$ cat config.mk
export PLATFORM = sky130hd
export DESIGN_NAME = fm_fsk_ctrl
export DESIGN_NICKNAME = d
export VERILOG_FILES = /design/src/rtl/fm_fsk_ctrl_pkg.sv /design/src/rtl/fm_fsk_ctrl_baud_cnt.sv /design/src/rtl/fm_fsk_ctrl.sv
export SDC_FILE = /design/constraint.sdc
export NUM_CORES = 1
export LEC_CHECK = 0
export ABC_AREA = 1
export BUFFER_PORTS_ARGS = -buffer_cell sky130_fd_sc_hd__buf_2
export CAP_MARGIN = 10
export CELL_PAD_IN_SITES_DETAIL_PLACEMENT = 1
export CELL_PAD_IN_SITES_GLOBAL_PLACEMENT = 2
export CORE_MARGIN = 2
export CORE_UTILIZATION = 30
export DETAILED_ROUTE_END_ITERATION = 10
export GPL_TIMING_DRIVEN = 0
export PLACE_DENSITY_LB_ADDON = 0.1
export SETUP_SLACK_MARGIN = 0.02
export SLEW_MARGIN = 20
export SYNTH_ARGS = -nofsm -noshare
export SYNTH_HDL_FRONTEND = slang
export SYNTH_HIERARCHICAL = 1
export SYNTH_SLANG_ARGS = --single-unit
$ cat constraint.sdc
create_clock -name i_clk -period 6.2 [get_ports i_clk]
set_input_delay 0.93 -clock i_clk [delete_from_list [all_inputs] [get_ports i_clk]]
set_output_delay 0.93 -clock i_clk [all_outputs]
set_load 0.05 [all_outputs]
$ cat src/rtl/fm_fsk_ctrl_pkg.sv
// fm_fsk_ctrl_pkg
// Shared definitions for the FSK serialiser: FSM state encoding and the
// number of data bits carried in one UART-style frame.
package fm_fsk_ctrl_pkg;

    localparam int FM_DATA_BITS = 8;

    typedef enum logic [1:0] {
        FM_IDLE  = 2'd0,
        FM_START = 2'd1,
        FM_DATA  = 2'd2,
        FM_STOP  = 2'd3
    } fm_state_e;

endpackage

$ cat src/rtl/fm_fsk_ctrl_baud_cnt.sv
// fm_fsk_ctrl_baud_cnt
// Symbol timer. Counts 0..p_baud_div-1 and flags the last cycle of each
// symbol; clearing on i_clr restarts a symbol.
// Ports:
//   i_clk   clock
//   i_nrst  synchronous active-low reset
//   i_clr   restart the symbol (counter to 0 next cycle)
//   o_tick  high on the last cycle of a symbol
module fm_fsk_ctrl_baud_cnt #(
    parameter int p_cnt_sz   = 16,
    parameter int p_baud_div = 1000
) (
    input  logic i_clk,
    input  logic i_nrst,
    input  logic i_clr,
    output logic o_tick
);

    localparam logic [p_cnt_sz-1:0] LP_LAST = p_cnt_sz'(p_baud_div - 1);

    logic [p_cnt_sz-1:0] cnt_q;
    logic [p_cnt_sz-1:0] cnt_d;

    assign o_tick = (cnt_q == LP_LAST);

    always_comb begin
        cnt_d = cnt_q + p_cnt_sz'(1);
        if (i_clr || o_tick) begin
            cnt_d = '0;
        end
    end

    always_ff @(posedge i_clk) begin
        if (!i_nrst) begin
            cnt_q <= '0;
        end else begin
            cnt_q <= cnt_d;
        end
    end

endmodule

$ cat src/rtl/fm_fsk_ctrl.sv
// fm_fsk_ctrl
// Serialises bytes into FSK symbols for the fm_tx phase accumulator.
// Frame per byte: start (space), 8 data bits LSB first (1=mark, 0=space),
// stop (mark). Each symbol lasts p_baud_div clocks. While idle the
// accumulator is held cleared via o_set.
//
// state    | meaning
// ---------+-------------------------------------------------------
// FM_IDLE  | no frame; o_set=1, ready for a byte
// FM_START | start symbol, shift = captured space
// FM_DATA  | data bits 0..7, shift = mark/space from shift register
// FM_STOP  | stop symbol (mark); last cycle may accept the next byte
//
// Ports:
//   i_clk, i_nrst           clock, synchronous active-low reset
//   i_data/i_valid/o_ready  byte source handshake
//   i_base_hz               carrier base frequency, captured on accept
//   i_mark_hz/i_space_hz    shift for mark/space, captured on accept
//   o_base_hz/o_shift_hz    frequency words to fm_tx
//   o_set                   high holds the fm_tx accumulator at 0
//   o_busy                  frame in progress
module fm_fsk_ctrl
    import fm_fsk_ctrl_pkg::*;
#(
    parameter int p_hz_sz    = 16,
    parameter int p_cnt_sz   = 16,
    parameter int p_baud_div = 1000
) (
    input  logic               i_clk,
    input  logic               i_nrst,
    input  logic [7:0]         i_data,
    input  logic               i_valid,
    output logic               o_ready,
    input  logic [p_hz_sz-1:0] i_base_hz,
    input  logic [p_hz_sz-1:0] i_mark_hz,
    input  logic [p_hz_sz-1:0] i_space_hz,
    output logic [p_hz_sz-1:0] o_base_hz,
    output logic [p_hz_sz-1:0] o_shift_hz,
    output logic               o_set,
    output logic               o_busy
);

    localparam logic [2:0] LP_LAST_BIT = 3'(FM_DATA_BITS - 1);

    fm_state_e          state_q, state_d;
    logic [7:0]         data_q, data_d;
    logic [2:0]         bit_q, bit_d;
    logic [p_hz_sz-1:0] base_q, base_d;
    logic [p_hz_sz-1:0] mark_q, mark_d;
    logic [p_hz_sz-1:0] space_q, space_d;
    logic [p_hz_sz-1:0] shift_q, shift_d;
    logic               set_q, set_d;
    logic               busy_q, busy_d;

    logic tick;
    logic accept;
    logic is_idle;

    assign is_idle = (state_q == FM_IDLE);
    assign o_ready = i_nrst & (is_idle | ((state_q == FM_STOP) & tick));
    assign accept  = i_valid & o_ready;

    // Held at 0 while idle so an accept always starts a full-length symbol.
    fm_fsk_ctrl_baud_cnt #(
        .p_cnt_sz  (p_cnt_sz),
        .p_baud_div(p_baud_div)
    ) u_baud_cnt (
        .i_clk (i_clk),
        .i_nrst(i_nrst),
        .i_clr (accept | is_idle),
        .o_tick(tick)
    );

    always_comb begin
        state_d = state_q;
        data_d  = data_q;
        bit_d   = bit_q;
        base_d  = base_q;
        mark_d  = mark_q;
        space_d = space_q;
        shift_d = shift_q;
        set_d   = set_q;

        case (state_q)
            FM_START: begin
                if (tick) begin
                    state_d = FM_DATA;
                    shift_d = data_q[0] ? mark_q : space_q;
                    data_d  = data_q >> 1;
                end
            end
            FM_DATA: begin
                if (tick) begin
                    if (bit_q == LP_LAST_BIT) begin
                        state_d = FM_STOP;
                        bit_d   = '0;
                        shift_d = mark_q;
                    end else begin
                        bit_d   = bit_q + 3'd1;
                        shift_d = data_q[0] ? mark_q : space_q;
                        data_d  = data_q >> 1;
                    end
                end
            end
            FM_STOP: begin
                if (tick) begin
                    state_d = FM_IDLE;
                    set_d   = 1'b1;
                    shift_d = mark_q;
                end
            end
            default: ;
        endcase

        // Accept overrides the STOP->IDLE exit so back-to-back frames keep
        // o_set low and the phase continuous.
        if (accept) begin
            state_d = FM_START;
            data_d  = i_data;
            bit_d   = '0;
            base_d  = i_base_hz;
            mark_d  = i_mark_hz;
            space_d = i_space_hz;
            shift_d = i_space_hz;
            set_d   = 1'b0;
        end

        busy_d = (state_d != FM_IDLE);
    end

    always_ff @(posedge i_clk) begin
        if (!i_nrst) begin
            state_q <= FM_IDLE;
            data_q  <= '0;
            bit_q   <= '0;
            base_q  <= '0;
            mark_q  <= '0;
            space_q <= '0;
            shift_q <= '0;
            set_q   <= 1'b1;
            busy_q  <= 1'b0;
        end else begin
            state_q <= state_d;
            data_q  <= data_d;
            bit_q   <= bit_d;
            base_q  <= base_d;
            mark_q  <= mark_d;
            space_q <= space_d;
            shift_q <= shift_d;
            set_q   <= set_d;
            busy_q  <= busy_d;
        end
    end

    assign o_base_hz  = base_q;
    assign o_shift_hz = shift_q;
    assign o_set      = set_q;
    assign o_busy     = busy_q;

endmodule
==> summary.md, run 1 <==
| Metric | Value |
|---|---|
| Critical Setup Path Class | flop to output pin |
| Height of the die | 124.4 µm |
| Synthesized cell area | 4348 µm² |
| Maximum operating frequency | 320.0 MHz |
| Syn Area/Cell | just under 7 µm² |
| Slew headroom | 60.75% |
| WL per Instance | 14.87 µm |
| Number of antenna violations at the first check in global routing | 0 |
| Hold Fails Final Rpt | 0 |
| R2R Path Start | u_baud_cnt/cnt_q[0]$_SDFF_PP0_ |
| Share of flip-flops with an asynchronous set or reset after synthesis | 0% |
| Per-cell via count in the routed design | 4.703 |
| Number of DRC violations after detailed routing | 0 |
| Bufs on Longest Clock Path | 2 |
| Instance count on the critical path | 11 |
| Number of antenna diodes | 0 |
| Final design utilization | 38.01% |
| RSZ-0062 raised after global routing | no |
| Post-CTS setup-driven buffer insertion count | 0 |
| Number of flops mapped to enable cells by yosys | 0 |
| Layout net count | 797 |
| Lkg Pwr | 2.457 nW |
| Clock-pin slew of the registers on the worst-case setup and hold paths | approximately 70 ps |
| Ratio of cells with drive above 1 in the final layout | 20.41% |
| Via count of the first global-routing pass | 4446 |
| Worst setup slack before clock tree synthesis | 3454 ps |
| Area of placed instances | between 5000 and 6000 µm² |
| Predominant post-synthesis flop cell | sky130_fd_sc_hd__dfxtp_1 |
| Count of non-filler cells in the finished layout | 915 |
| Data arrival at the endpoint of the critical path | 2200 ps |
| Critical Path Fanout Max | 8 |
| Data required time at the worst endpoint | 5270 ps |
| Number of CTS-inserted buffers | 9 |
| Number of cells after detailed placement | 899 |
| Share of the clock period used by the worst path after layout | between 50% and 60% |
| Summed negative setup slack over all endpoints | 0 ps |
| Critical-path cell list | ha_1 > nand3_1 > nor2_1 > nand2_2 > inv_1 > buf_4 > nand2_2 > nand2_2 > nand2_2 > inv_1 > buf_2 |
| Count of unique library cells instantiated by Yosys | 30 |
| DP HPWL | between 10 and 15 mm |
| Yosys Warn Count | 6 |
| Total Routing Usage GR | 18.00% |
| Io pins | 94 |
| Total setup violations reported at the end of the flow | 0 |
| Final setup slack of the worst path | 3075 ps |
| Sequential area share after synthesis | a little over two fifths |
| Overall via count from detail_route | 4303 |
| Max Cap Viol | 0 |
| Worst-margin pin slew | about 600 ps |
| Maximum number of pins on one net before global-route repair | 17 |
| Worst hold stages | 2 |
| H-Tree Depth | 3 |
| Std cell rows | 43 |
| Minimum clock period | approximately 3100 ps |
| Hold WS | about 460 ps |
| Total number of clock tree sinks | 95 |
| Wire length of the first global-routing pass | 22.34 mm |
| Number of cells on the worst reg-to-reg path | 16 |
| Total wire length after detailed routing | approximately 14 mm |
| Flip-flop and latch count after synthesis | 95 |
| Worst vdd rail ir drop | 0.1237 mV |
| Startpoint of the lowest-slack hold path | data_q[7]$_SDFFE_PN0P_ |
| Most frequent cell on the critical path | sky130_fd_sc_hd__nand2_2 |
| Global placer's final weighted congestion | 0.7655 |
| Run status | finished, final reports clean |
| Root cell of the clock tree | sky130_fd_sc_hd__clkbuf_16 |
| Final cell area excluding filler cells | 5338 µm² |
| Cell with the biggest individual delay on the critical path | sky130_fd_sc_hd__dfxtp_1 |
| Clock insertion delay at the later pin of the skew report | 350 ps |
| Area growth from synthesis to final layout | 22.76% |
| Number of nets with antenna violations after routing | 0 |
| Setup clock skew after layout | 4.904 ps |
| First-pass DRT Iterations | 4 |
| Post-CTS Hold Buffers | 0 |
| Die extent in x | 124.4 µm |
| Number of buffers and inverters on the critical path | 4 |
| GR Overflow Total | 0 |
| Top cell family by delay on the critical path | simple AND/OR/NAND/NOR gates |
| CTS tree | built |
| DRT iter0 DRCs | 167 |
| Initial core utilization | 30.96% |
| Floorplan core area | 14040 µm² |
| Crit end category | output pin |
| Die outline area | 15470 µm² |
| Slowest cell delay on critical path | approximately 390 ps |
| Path type of the worst min-delay path | flop to flop |
| Startpoint Class | flop |
| Final slew viol count | 0 |
| Number of buffers inserted by port buffering | 93 |
| Launch point of the worst path | u_baud_cnt/cnt_q[0]$_SDFF_PP0_ |
| Post-Synthesis Net Count | approximately 700 |
| Post-layout total power | ~1.5 mW |
| Number of standard cells after synthesis | 626 |
| Power density normalized to cell area | 288.1 nW/µm² |
| CTS resizes | 0 |
-- path summary, 6_finish.rpt --
kind                                     endpoint  slack [ps]
hold reg to reg            data_q[7]$_SDFFE_PN0P_         460
setup / recovery                          o_ready        3070
hold / removal             data_q[7]$_SDFFE_PN0P_         460
setup reg to reg  u_baud_cnt/cnt_q[14]$_SDFF_PP0_        3570
-- layout make-up --
class | instances | area [µm²]
inverters | 71 | 266.5
flip-flops and latches | 95 | 1902
well taps | 180 | 225.2
clock inverters | 7 | 73.82
plain buffers | 25 | 147.6
multi-input cells | 435 | 2032
clock buffers | 9 | 225.2
repair buffers | 93 | 465.4
fillers | 1821 | 8705
-- state kept, by name, summed over array words and instances, names as in the netlist --
name / flops
o_shift_hz: 16
u_baud_cnt/cnt_q: 16
o_busy: 1
o_set: 1
space_q: 16
data_q: 8
o_base_hz: 16
state_q: 2
bit_q: 3
mark_q: 16
-- cell usage in the layout, fill, tap and decap left out, types with 3 or more instances in the layout --
master,synthesis,routed
sky130_fd_sc_hd__nand2_1,173,173
sky130_fd_sc_hd__buf_2,9,102
sky130_fd_sc_hd__dfxtp_1,95,95
sky130_fd_sc_hd__o21ai_0,72,72
sky130_fd_sc_hd__inv_1,68,68
sky130_fd_sc_hd__nor2_1,67,67
sky130_fd_sc_hd__nand3_1,50,50
sky130_fd_sc_hd__a21oi_1,25,25
sky130_fd_sc_hd__clkbuf_16,0,9
sky130_fd_sc_hd__nand2_2,8,8
sky130_fd_sc_hd__clkbuf_1,8,8
sky130_fd_sc_hd__ha_1,8,8
sky130_fd_sc_hd__nor2_2,7,7
sky130_fd_sc_hd__buf_4,5,5
sky130_fd_sc_hd__o21ai_1,5,5
sky130_fd_sc_hd__nand4_1,4,4
sky130_fd_sc_hd__clkinvlp_4,0,4
sky130_fd_sc_hd__inv_2,3,3
sky130_fd_sc_hd__xnor2_1,3,3
-- worst register-to-register path, delay by kind of cell, from the launching register on --
kind | cells | cell delay (ps)
and+or+nand+nor | 9 | 980
buffers and inverters | 5 | 850
DFF | 1 | 340
AOI/OAI and AO/OA | 1 | 110
adders and majority gates | 1 | 260
-- Yosys cell counts, types with 7 or more instances --
cell / instances / area share (%)
sky130_fd_sc_hd__a21oi_1: 25 / 2.9
sky130_fd_sc_hd__buf_2: 9 / 1.0
sky130_fd_sc_hd__clkbuf_1: 8 / 0.69
sky130_fd_sc_hd__dfxtp_1: 95 / 44
sky130_fd_sc_hd__ha_1: 8 / 2.3
sky130_fd_sc_hd__inv_1: 68 / 5.9
sky130_fd_sc_hd__nand2_1: 173 / 15
sky130_fd_sc_hd__nand2_2: 8 / 1.2
sky130_fd_sc_hd__nand3_1: 50 / 5.8
sky130_fd_sc_hd__nor2_1: 67 / 5.8
sky130_fd_sc_hd__nor2_2: 7 / 1.0
sky130_fd_sc_hd__o21ai_0: 72 / 8.3
-- per-layer routing --
metal,wire length [µm],vias up,track usage [%]
li1,-,2190,-
met1,6561,2028,23.29
met2,6410,70,30.31
met3,423,15,2.835
met4,208,0,6.543
met5,0,-,0
-- power by group --
group / switching [mW] / internal, mW / total [mW]
clock: 0.249 / 0.312 / 0.561
combinational: 0.212 / 0.0844 / 0.297
sequential: 0.0227 / 0.657 / 0.680
-- cells by family (layout without fill, tap and decap cells) --
group	count (synthesis)	after routing	synth area share, %
flops	95	95	43.74
buf+inv	96	205	9.525
compound gates	104	104	12.12
xor+xnor	5	5	1.007
simple gates	318	318	31.31
fa+ha+maj	8	8	2.302
Power figures use the tool's default switching activity.
==> run 2: changes to the inputs <==
CORE_UTILIZATION = 27   (was 30)
clock period = 2.6 ns   (was 6.2 ns; I/O delays follow)
==> summary.md, run 2 (synthesis results as in run 1) <==
| Metric | Value |
|---|---|
| CTS tree | built |
| RSZ-0062 raised after global routing | no |
| Crit end category | output pin |
| Clock insertion delay at the later pin of the skew report | 350 ps (about the same) |
| DP HPWL | 10.62 mm (+3.7%) |
| Per-cell via count in the routed design | 4.464 (-5.1%) |
| WL per Instance | 14.84 µm (-0.19%) |
| Area growth from synthesis to final layout | 24.06% |
| Number of cells on the worst reg-to-reg path | 16 (unchanged) |
| Total setup violations reported at the end of the flow | 0 (unchanged) |
| Worst hold stages | 3 (+1) |
| Via count of the first global-routing pass | 4383 (-1.4%) |
| Final cell area excluding filler cells | 5394 µm² (+1.1%) |
| GR Util met2 | 28.83% (-1.5 points) |
| Overall via count from detail_route | 4241 (-1.4%) |
| Bufs on Longest Clock Path | 2 (unchanged) |
| Multi-input logic area | 2047 µm² (+0.74%) |
| First-pass DRT Iterations | 4 (unchanged) |
| Internal Power | 2.466 mW (+130%) |
| Final design utilization | 34.08% (-3.9 points) |
| Max Cap Viol | 0 (unchanged) |
| Total number of clock tree sinks | 95 (unchanged) |
| Filler cells | 2039 (+12%) |
| Sequential cell area | 1904 µm² (+0.13%) |
| GR Layer Usage met1 | 22.68% (-0.61 points) |
| Std cell rows | 46 (+7.0%) |
| Worst-margin pin slew | 636.1 ps (+47.35 ps) |
| Startpoint of the lowest-slack hold path | i_base_hz[14] |
| Layer carrying the most global-route usage | met2 |
| Setup clock skew after layout | 4.880 ps (-0.02395 ps) |
| H-Tree Depth | 3 (unchanged) |
| Path type of the worst min-delay path | primary input to flop |
| Data arrival at the endpoint of the critical path | 1980 ps (-220 ps) |
| Endpoint of the most critical register-to-register path | u_baud_cnt/cnt_q[5]$_SDFF_PP0_ |
| Area of placed instances | 5084 µm² (+0.89%) |
| Hold-critical path endpoint | o_base_hz[14]$_SDFFE_PN0P_ |
| GR Overflow Total | 0 (unchanged) |
| Post-CTS Hold Buffers | 0 (unchanged) |
| Io pins | 94 (unchanged) |
| Worst vdd rail ir drop | 0.2942 mV (+140%) |
| Number of antenna diodes | 0 (unchanged) |
| Minimum clock period | 2366 ps |
| Critical Path Fanout Max | 8 (unchanged) |
| Wire length of the first global-routing pass | 22.46 mm (+0.52%) |
| Ratio of cells with drive above 1 in the final layout | 20.57% (+0.16 points) |
| Total wire length after detailed routing | 14.10 mm (+3.6%) |
| Clk network pwr share | 34.9% (-1.6 points) |
| Number of antenna violations at the first check in global routing | 0 (unchanged) |
| Power density normalized to cell area | 666.5 nW/µm² (+130%) |
| Startpoint Class | flop |
| Number of nets with antenna violations after routing | 0 (unchanged) |
| Final setup slack of the worst path | 234.4 ps (-2840 ps) |
| Height of the die | 130.9 µm (+5.2%) |
| Layout net count | 798 (+0.13%) |
| Maximum operating frequency | 422.7 MHz |
| Number of buffers inserted by port buffering | 93 (unchanged) |
| Hold Fails Final Rpt | 0 (unchanged) |
| Number of CTS-inserted buffers | 9 (unchanged) |
| Net switching share of the total power | 31.40% (-0.058 points) |
| Number of DRC violations after detailed routing | 0 (unchanged) |
| Combinational cell fraction of total power | 20.0% (+0.7 points) |
| Die outline area | 17130 µm² (+11%) |
| Sequential fraction of design power | 45.1% (+0.9 points) |
| DRT iter0 DRCs | 127 (-24%) |
| Share of the clock period used by the worst path after layout | 90.99% |
| Commonest non-fill, non-tap cell in the layout | sky130_fd_sc_hd__nand2_1 |
| Global routing met3 resource utilization | 3.298% (+0.46 points) |
| Final slew viol count | 0 (unchanged) |
| Global placer's final weighted congestion | 0.7565 (-1.2%) |
| Data required time at the worst endpoint | 2210 ps (-3060 ps) |
| Worst setup slack before clock tree synthesis | -125.0 ps (-3579 ps) |
| Run status | finished, final reports clean |
| Slew headroom | 57.60% (-3.2 points) |
| Floorplan core area | 15830 µm² (+13%) |
| Root cell of the clock tree | sky130_fd_sc_hd__clkbuf_16 |
| Commonest cells after routing, fill and taps aside | sky130_fd_sc_hd__nand2_1, sky130_fd_sc_hd__buf_2, sky130_fd_sc_hd__dfxtp_1 |
| Initial core utilization | 27.47% (-3.5 points) |
| Lkg Pwr | 2.466 nW (+0.38%) |
| Die extent in x | 130.9 µm (+5.2%) |
| Critical Setup Path Class | flop to output pin |
| Maximum number of pins on one net before global-route repair | 14 (-3) |
| Total Routing Usage GR | 17.29% (-0.71 points) |
| R2R Path Start | u_baud_cnt/cnt_q[1]$_SDFF_PP0_ |
| Switching power | 1.129 mW (+130%) |
| R2R setup slack | 270 ps (-3300 ps) |
| Clock-pin slew of the registers on the worst-case setup and hold paths | 60 ps (about the same) |
## run 2: worst max path at each step
stage,from,slack [ps],endpoint,depth (start not counted)
global route,u_baud_cnt/cnt_q[3]$_SDFF_PP0_,70,u_baud_cnt/cnt_q[14]$_SDFF_PP0_,16
detailed placement,u_baud_cnt/cnt_q[0]$_SDFF_PP0_,-130,u_baud_cnt/cnt_q[14]$_SDFF_PP0_,16
finish,u_baud_cnt/cnt_q[1]$_SDFF_PP0_,230,o_ready,11
global placement,u_baud_cnt/cnt_q[0]$_SDFF_PP0_,-90,u_baud_cnt/cnt_q[14]$_SDFF_PP0_,16
CTS,u_baud_cnt/cnt_q[0]$_SDFF_PP0_,60,o_ready,11
floorplan,u_baud_cnt/cnt_q[0]$_SDFF_PP0_,440,u_baud_cnt/cnt_q[14]$_SDFF_PP0_,16
## run 2: power by group through the flow
stage / Combinational, mW / Sequential (mW) / Clock, mW
after floorplan: 0.307 / 1.83 / 0
after global placement: 0.709 / 1.65 / 0
after detailed placement: 0.720 / 1.65 / 0
after CTS: 0.731 / 1.62 / 1.31
after global routing: 0.796 / 1.63 / 1.36
final: 0.718 / 1.62 / 1.25
## run 2: through the flow
step / hold slack [ps] / cells / power, mW / TNS [ps]
4_1_cts: 218.5 / 950 / 3.661 / 0
6_report: 233.0 / 950 / 3.595 / 0
3_5_place_dp: 452.8 / 935 / 2.375 / -1173
2_1_floorplan: 437.8 / 626 / 2.140 / 0
5_1_grt: 229.3 / 950 / 3.794 / 0
3_3_place_gp: 447.6 / 935 / 2.361 / -841.4
## run 2: per-layer routing
layer  part of all wire, %  wire length, µm
met5                     0                0
met3                   2.9              414
met2                    48             6740
met1                    48             6767
met4                   1.2              174
## run 2: area by class of cell
type	count	area share, %
plain buffers	25	2.830
well taps	216	5.010
clock inverters	1	0.09279
repair buffers	94	9.047
clock buffers	13	4.825
flip-flops and latches	95	35.31
inverters	71	4.941
multi-input cells	435	37.95
## run 2: critical path, stage by stage, from the launching register on
cell	delay, ps
sky130_fd_sc_hd__dfxtp_1	390
sky130_fd_sc_hd__ha_4	170
sky130_fd_sc_hd__nand3_1	90
sky130_fd_sc_hd__nor2_2	150
sky130_fd_sc_hd__nand2_2	90
sky130_fd_sc_hd__inv_1	60
sky130_fd_sc_hd__buf_4	150
sky130_fd_sc_hd__nand2_2	100
sky130_fd_sc_hd__nand2_2	110
sky130_fd_sc_hd__nand2_2	80
sky130_fd_sc_hd__inv_1	60
sky130_fd_sc_hd__buf_4	190
## run 2: what timing repair did
action                     CTS  global route
resized for setup            4             4
setup endpoints to repair   17            36
pin swaps                    0             1
setup buffers                1             0
cloned                       0             0
==> run 3: changes to the inputs <==
CTS_BUF_LIST = sky130_fd_sc_hd__clkbuf_8 sky130_fd_sc_hd__clkbuf_16   (was default)
TNS_END_PERCENT = 100   (was default)
==> summary.md, run 3 (synthesis results as in run 1) <==
| Metric | Value |
|---|---|
| CTS tree | built |
| Maximum operating frequency | 422.7 MHz (about the same) |
| Multi-input logic area | 2047 µm² (unchanged) |
| Top cell family by delay on the critical path | simple AND/OR/NAND/NOR gates |
| Share of the clock period used by the worst path after layout | 90.99% (about the same) |
| Per-cell via count in the routed design | 4.463 (about the same) |
| Die outline area | 17130 µm² (unchanged) |
| Root cell of the clock tree | sky130_fd_sc_hd__clkbuf_16 |
| Worst hold stages | 3 (unchanged) |
| DP HPWL | 10.62 mm (unchanged) |
| Total Routing Usage GR | 17.29% (unchanged) |
| Bufs on Longest Clock Path | 2 (unchanged) |
| Worst setup slack before clock tree synthesis | -125.0 ps (unchanged) |
| GR Util met2 | 28.83% (unchanged) |
| Number of antenna diodes | 0 (unchanged) |
| Slowest cell delay on critical path | 390 ps (about the same) |
| Total number of clock tree sinks | 95 (unchanged) |
| DRT iter0 DRCs | 127 (unchanged) |
| Cell with the biggest individual delay on the critical path | sky130_fd_sc_hd__dfxtp_1 |
| Overall via count from detail_route | 4240 (-0.024%) |
| Hold-critical path endpoint | o_base_hz[14]$_SDFFE_PN0P_ |
| Via count of the first global-routing pass | 4383 (unchanged) |
| Ratio of cells with drive above 1 in the final layout | 20.57% (unchanged) |
| Worst vdd rail ir drop | 0.2943 mV (about the same) |
| Sequential cell area | 1904 µm² (unchanged) |
| Number of cells after detailed placement | 935 (unchanged) |
| Total setup violations reported at the end of the flow | 0 (unchanged) |
| Final cell area excluding filler cells | 5394 µm² (unchanged) |
| Global routing met3 resource utilization | 3.298% (unchanged) |
| Filler cells | 2039 (unchanged) |
| Number of CTS-inserted buffers | 9 (unchanged) |
| Minimum clock period | 2366 ps (+0.1620 ps) |
| RSZ-0062 raised after global routing | no |
| Count of non-filler cells in the finished layout | 950 (unchanged) |
| Number of antenna violations at the first check in global routing | 0 (unchanged) |
| Path type of the worst min-delay path | primary input to flop |
| Max Cap Viol | 0 (unchanged) |
| Std cell rows | 46 (unchanged) |
| Number of nets with antenna violations after routing | 0 (unchanged) |
| Number of buffers and inverters on the critical path | 4 (unchanged) |
| Worst-margin pin slew | 636.1 ps (unchanged) |
| Final setup slack of the worst path | 234.2 ps (-0.1620 ps) |
| Commonest non-fill, non-tap cell in the layout | sky130_fd_sc_hd__nand2_1 |
| Height of the die | 130.9 µm (unchanged) |
| Critical Setup Path Class | flop to output pin |
| GR Overflow Total | 0 (unchanged) |
| Slew headroom | 57.60% (unchanged) |
| Data required time at the worst endpoint | 2210 ps (about the same) |
| Critical-path cell list | ha_4 > nand3_1 > nor2_2 > nand2_2 > inv_1 > buf_4 > nand2_2 > nand2_2 > nand2_2 > inv_1 > buf_4 |
| Run status | finished, final reports clean |
| Number of DRC violations after detailed routing | 0 (unchanged) |
| Post-CTS Hold Buffers | 0 (unchanged) |
| Die extent in x | 130.9 µm (unchanged) |
| Commonest cells after routing, fill and taps aside | sky130_fd_sc_hd__nand2_1, sky130_fd_sc_hd__buf_2, sky130_fd_sc_hd__dfxtp_1 |
| Final design utilization | 34.08% (unchanged) |
| Hold Fails Final Rpt | 0 (unchanged) |
| Lkg Pwr | 2.474 nW (+0.34%) |
| Most frequent cell on the critical path | sky130_fd_sc_hd__nand2_2 |
| Initial core utilization | 27.47% (unchanged) |
| Critical Path Fanout Max | 8 (unchanged) |
| Crit end category | output pin |
| Wire length of the first global-routing pass | 22.46 mm (unchanged) |
| Setup clock skew after layout | 4.767 ps (-0.1124 ps) |
| Floorplan core area | 15830 µm² (unchanged) |
| Area of placed instances | 5084 µm² (unchanged) |
| R2R setup slack | 270 ps (about the same) |
| Startpoint Class | flop |
| Number of buffers inserted by port buffering | 93 (unchanged) |
| Io pins | 94 (unchanged) |
| Total wire length after detailed routing | 14.10 mm (about the same) |
| Power density normalized to cell area | 665.1 nW/µm² (-0.21%) |
| Layer carrying the most global-route usage | met2 |
| H-Tree Depth | 3 (unchanged) |
| First-pass DRT Iterations | 4 (unchanged) |
| Clock-pin slew of the registers on the worst-case setup and hold paths | 60 ps (about the same) |
| Maximum number of pins on one net before global-route repair | 14 (unchanged) |
| Clock insertion delay at the later pin of the skew report | 350 ps (about the same) |
| WL per Instance | 14.84 µm (about the same) |
| Data arrival at the endpoint of the critical path | 1980 ps (about the same) |
| Number of cells on the worst reg-to-reg path | 16 (unchanged) |
| Endpoint of the most critical register-to-register path | u_baud_cnt/cnt_q[5]$_SDFF_PP0_ |
| Final slew viol count | 0 (unchanged) |
| Startpoint of the lowest-slack hold path | i_base_hz[14] |
| Layout net count | 798 (unchanged) |
| GR Layer Usage met1 | 22.68% (unchanged) |
| Global placer's final weighted congestion | 0.7565 (unchanged) |
| R2R Path Start | u_baud_cnt/cnt_q[1]$_SDFF_PP0_ |
| Summed negative setup slack over all endpoints | 0 ps (unchanged) |
| Area growth from synthesis to final layout | 24.06% (unchanged) |
==> run 3: area by class of cell <==
type | count | share of cell area [%]
Multi-Input combinational cell | 435 | 37.95
Sequential cell | 95 | 35.31
Timing Repair Buffer | 94 | 9.047
Tap cell | 216 | 5.010
Inverter | 71 | 4.941
Clock buffer | 11 | 4.686
Buffer | 25 | 2.830
Clock inverter | 3 | 0.2320
==> run 3: layer usage <==
metal / vias up / routed length (µm)
li1: 2178 / -
met1: 1997 / 6767
met2: 52 / 6739
met3: 13 / 414
met4: 0 / 174
met5: - / 0
==> run 3: worst register-to-register path, cell delays in order (launching register included) <==
cell and delay, ps:
sky130_fd_sc_hd__dfxtp_1 390, sky130_fd_sc_hd__ha_4 170, sky130_fd_sc_hd__nand3_1 90, sky130_fd_sc_hd__nor2_2 150, sky130_fd_sc_hd__nand2_2 90, sky130_fd_sc_hd__inv_1 60, sky130_fd_sc_hd__buf_4 150, sky130_fd_sc_hd__nand2_2 100
sky130_fd_sc_hd__nand2_2 110, sky130_fd_sc_hd__nand3_4 100, sky130_fd_sc_hd__buf_4 190, sky130_fd_sc_hd__buf_4 190, sky130_fd_sc_hd__nand2_1 70, sky130_fd_sc_hd__nor2_1 60, sky130_fd_sc_hd__nand2_4 120, sky130_fd_sc_hd__buf_12 160
sky130_fd_sc_hd__nor2_1 50
==> run 3: through the flow <==
stage	hold WS (ps)	total power, mW
after floorplan	437.8	2.140
after global placement	447.6	2.361
after detailed placement	452.8	2.375
after CTS	218.5	3.654
after global routing	229.3	3.787
final	233.0	3.587
==> run 3: what timing repair did <==
item / CTS / global route
endpoints found under the setup margin: 17 / 36
setup buffers: 1 / 0
resized for setup: 4 / 4
pin swaps: 0 / 1
==> run 3: worst max path at each step <==
stage               cells after the start  slack, ps                            from                         endpoint
finish                                 11        230  u_baud_cnt/cnt_q[1]$_SDFF_PP0_                          o_ready
global route                           16         70  u_baud_cnt/cnt_q[3]$_SDFF_PP0_  u_baud_cnt/cnt_q[14]$_SDFF_PP0_
CTS                                    11         60  u_baud_cnt/cnt_q[0]$_SDFF_PP0_                          o_ready
detailed placement                     16       -130  u_baud_cnt/cnt_q[0]$_SDFF_PP0_  u_baud_cnt/cnt_q[14]$_SDFF_PP0_
global placement                       16        -90  u_baud_cnt/cnt_q[0]$_SDFF_PP0_  u_baud_cnt/cnt_q[14]$_SDFF_PP0_
floorplan                              16        440  u_baud_cnt/cnt_q[0]$_SDFF_PP0_  u_baud_cnt/cnt_q[14]$_SDFF_PP0_
==> run 3: report_power, final <==
group          switching [mW]  internal, mW
clock                   0.565         0.683
sequential             0.0550          1.57
combinational           0.510         0.208
total                    1.13          2.46
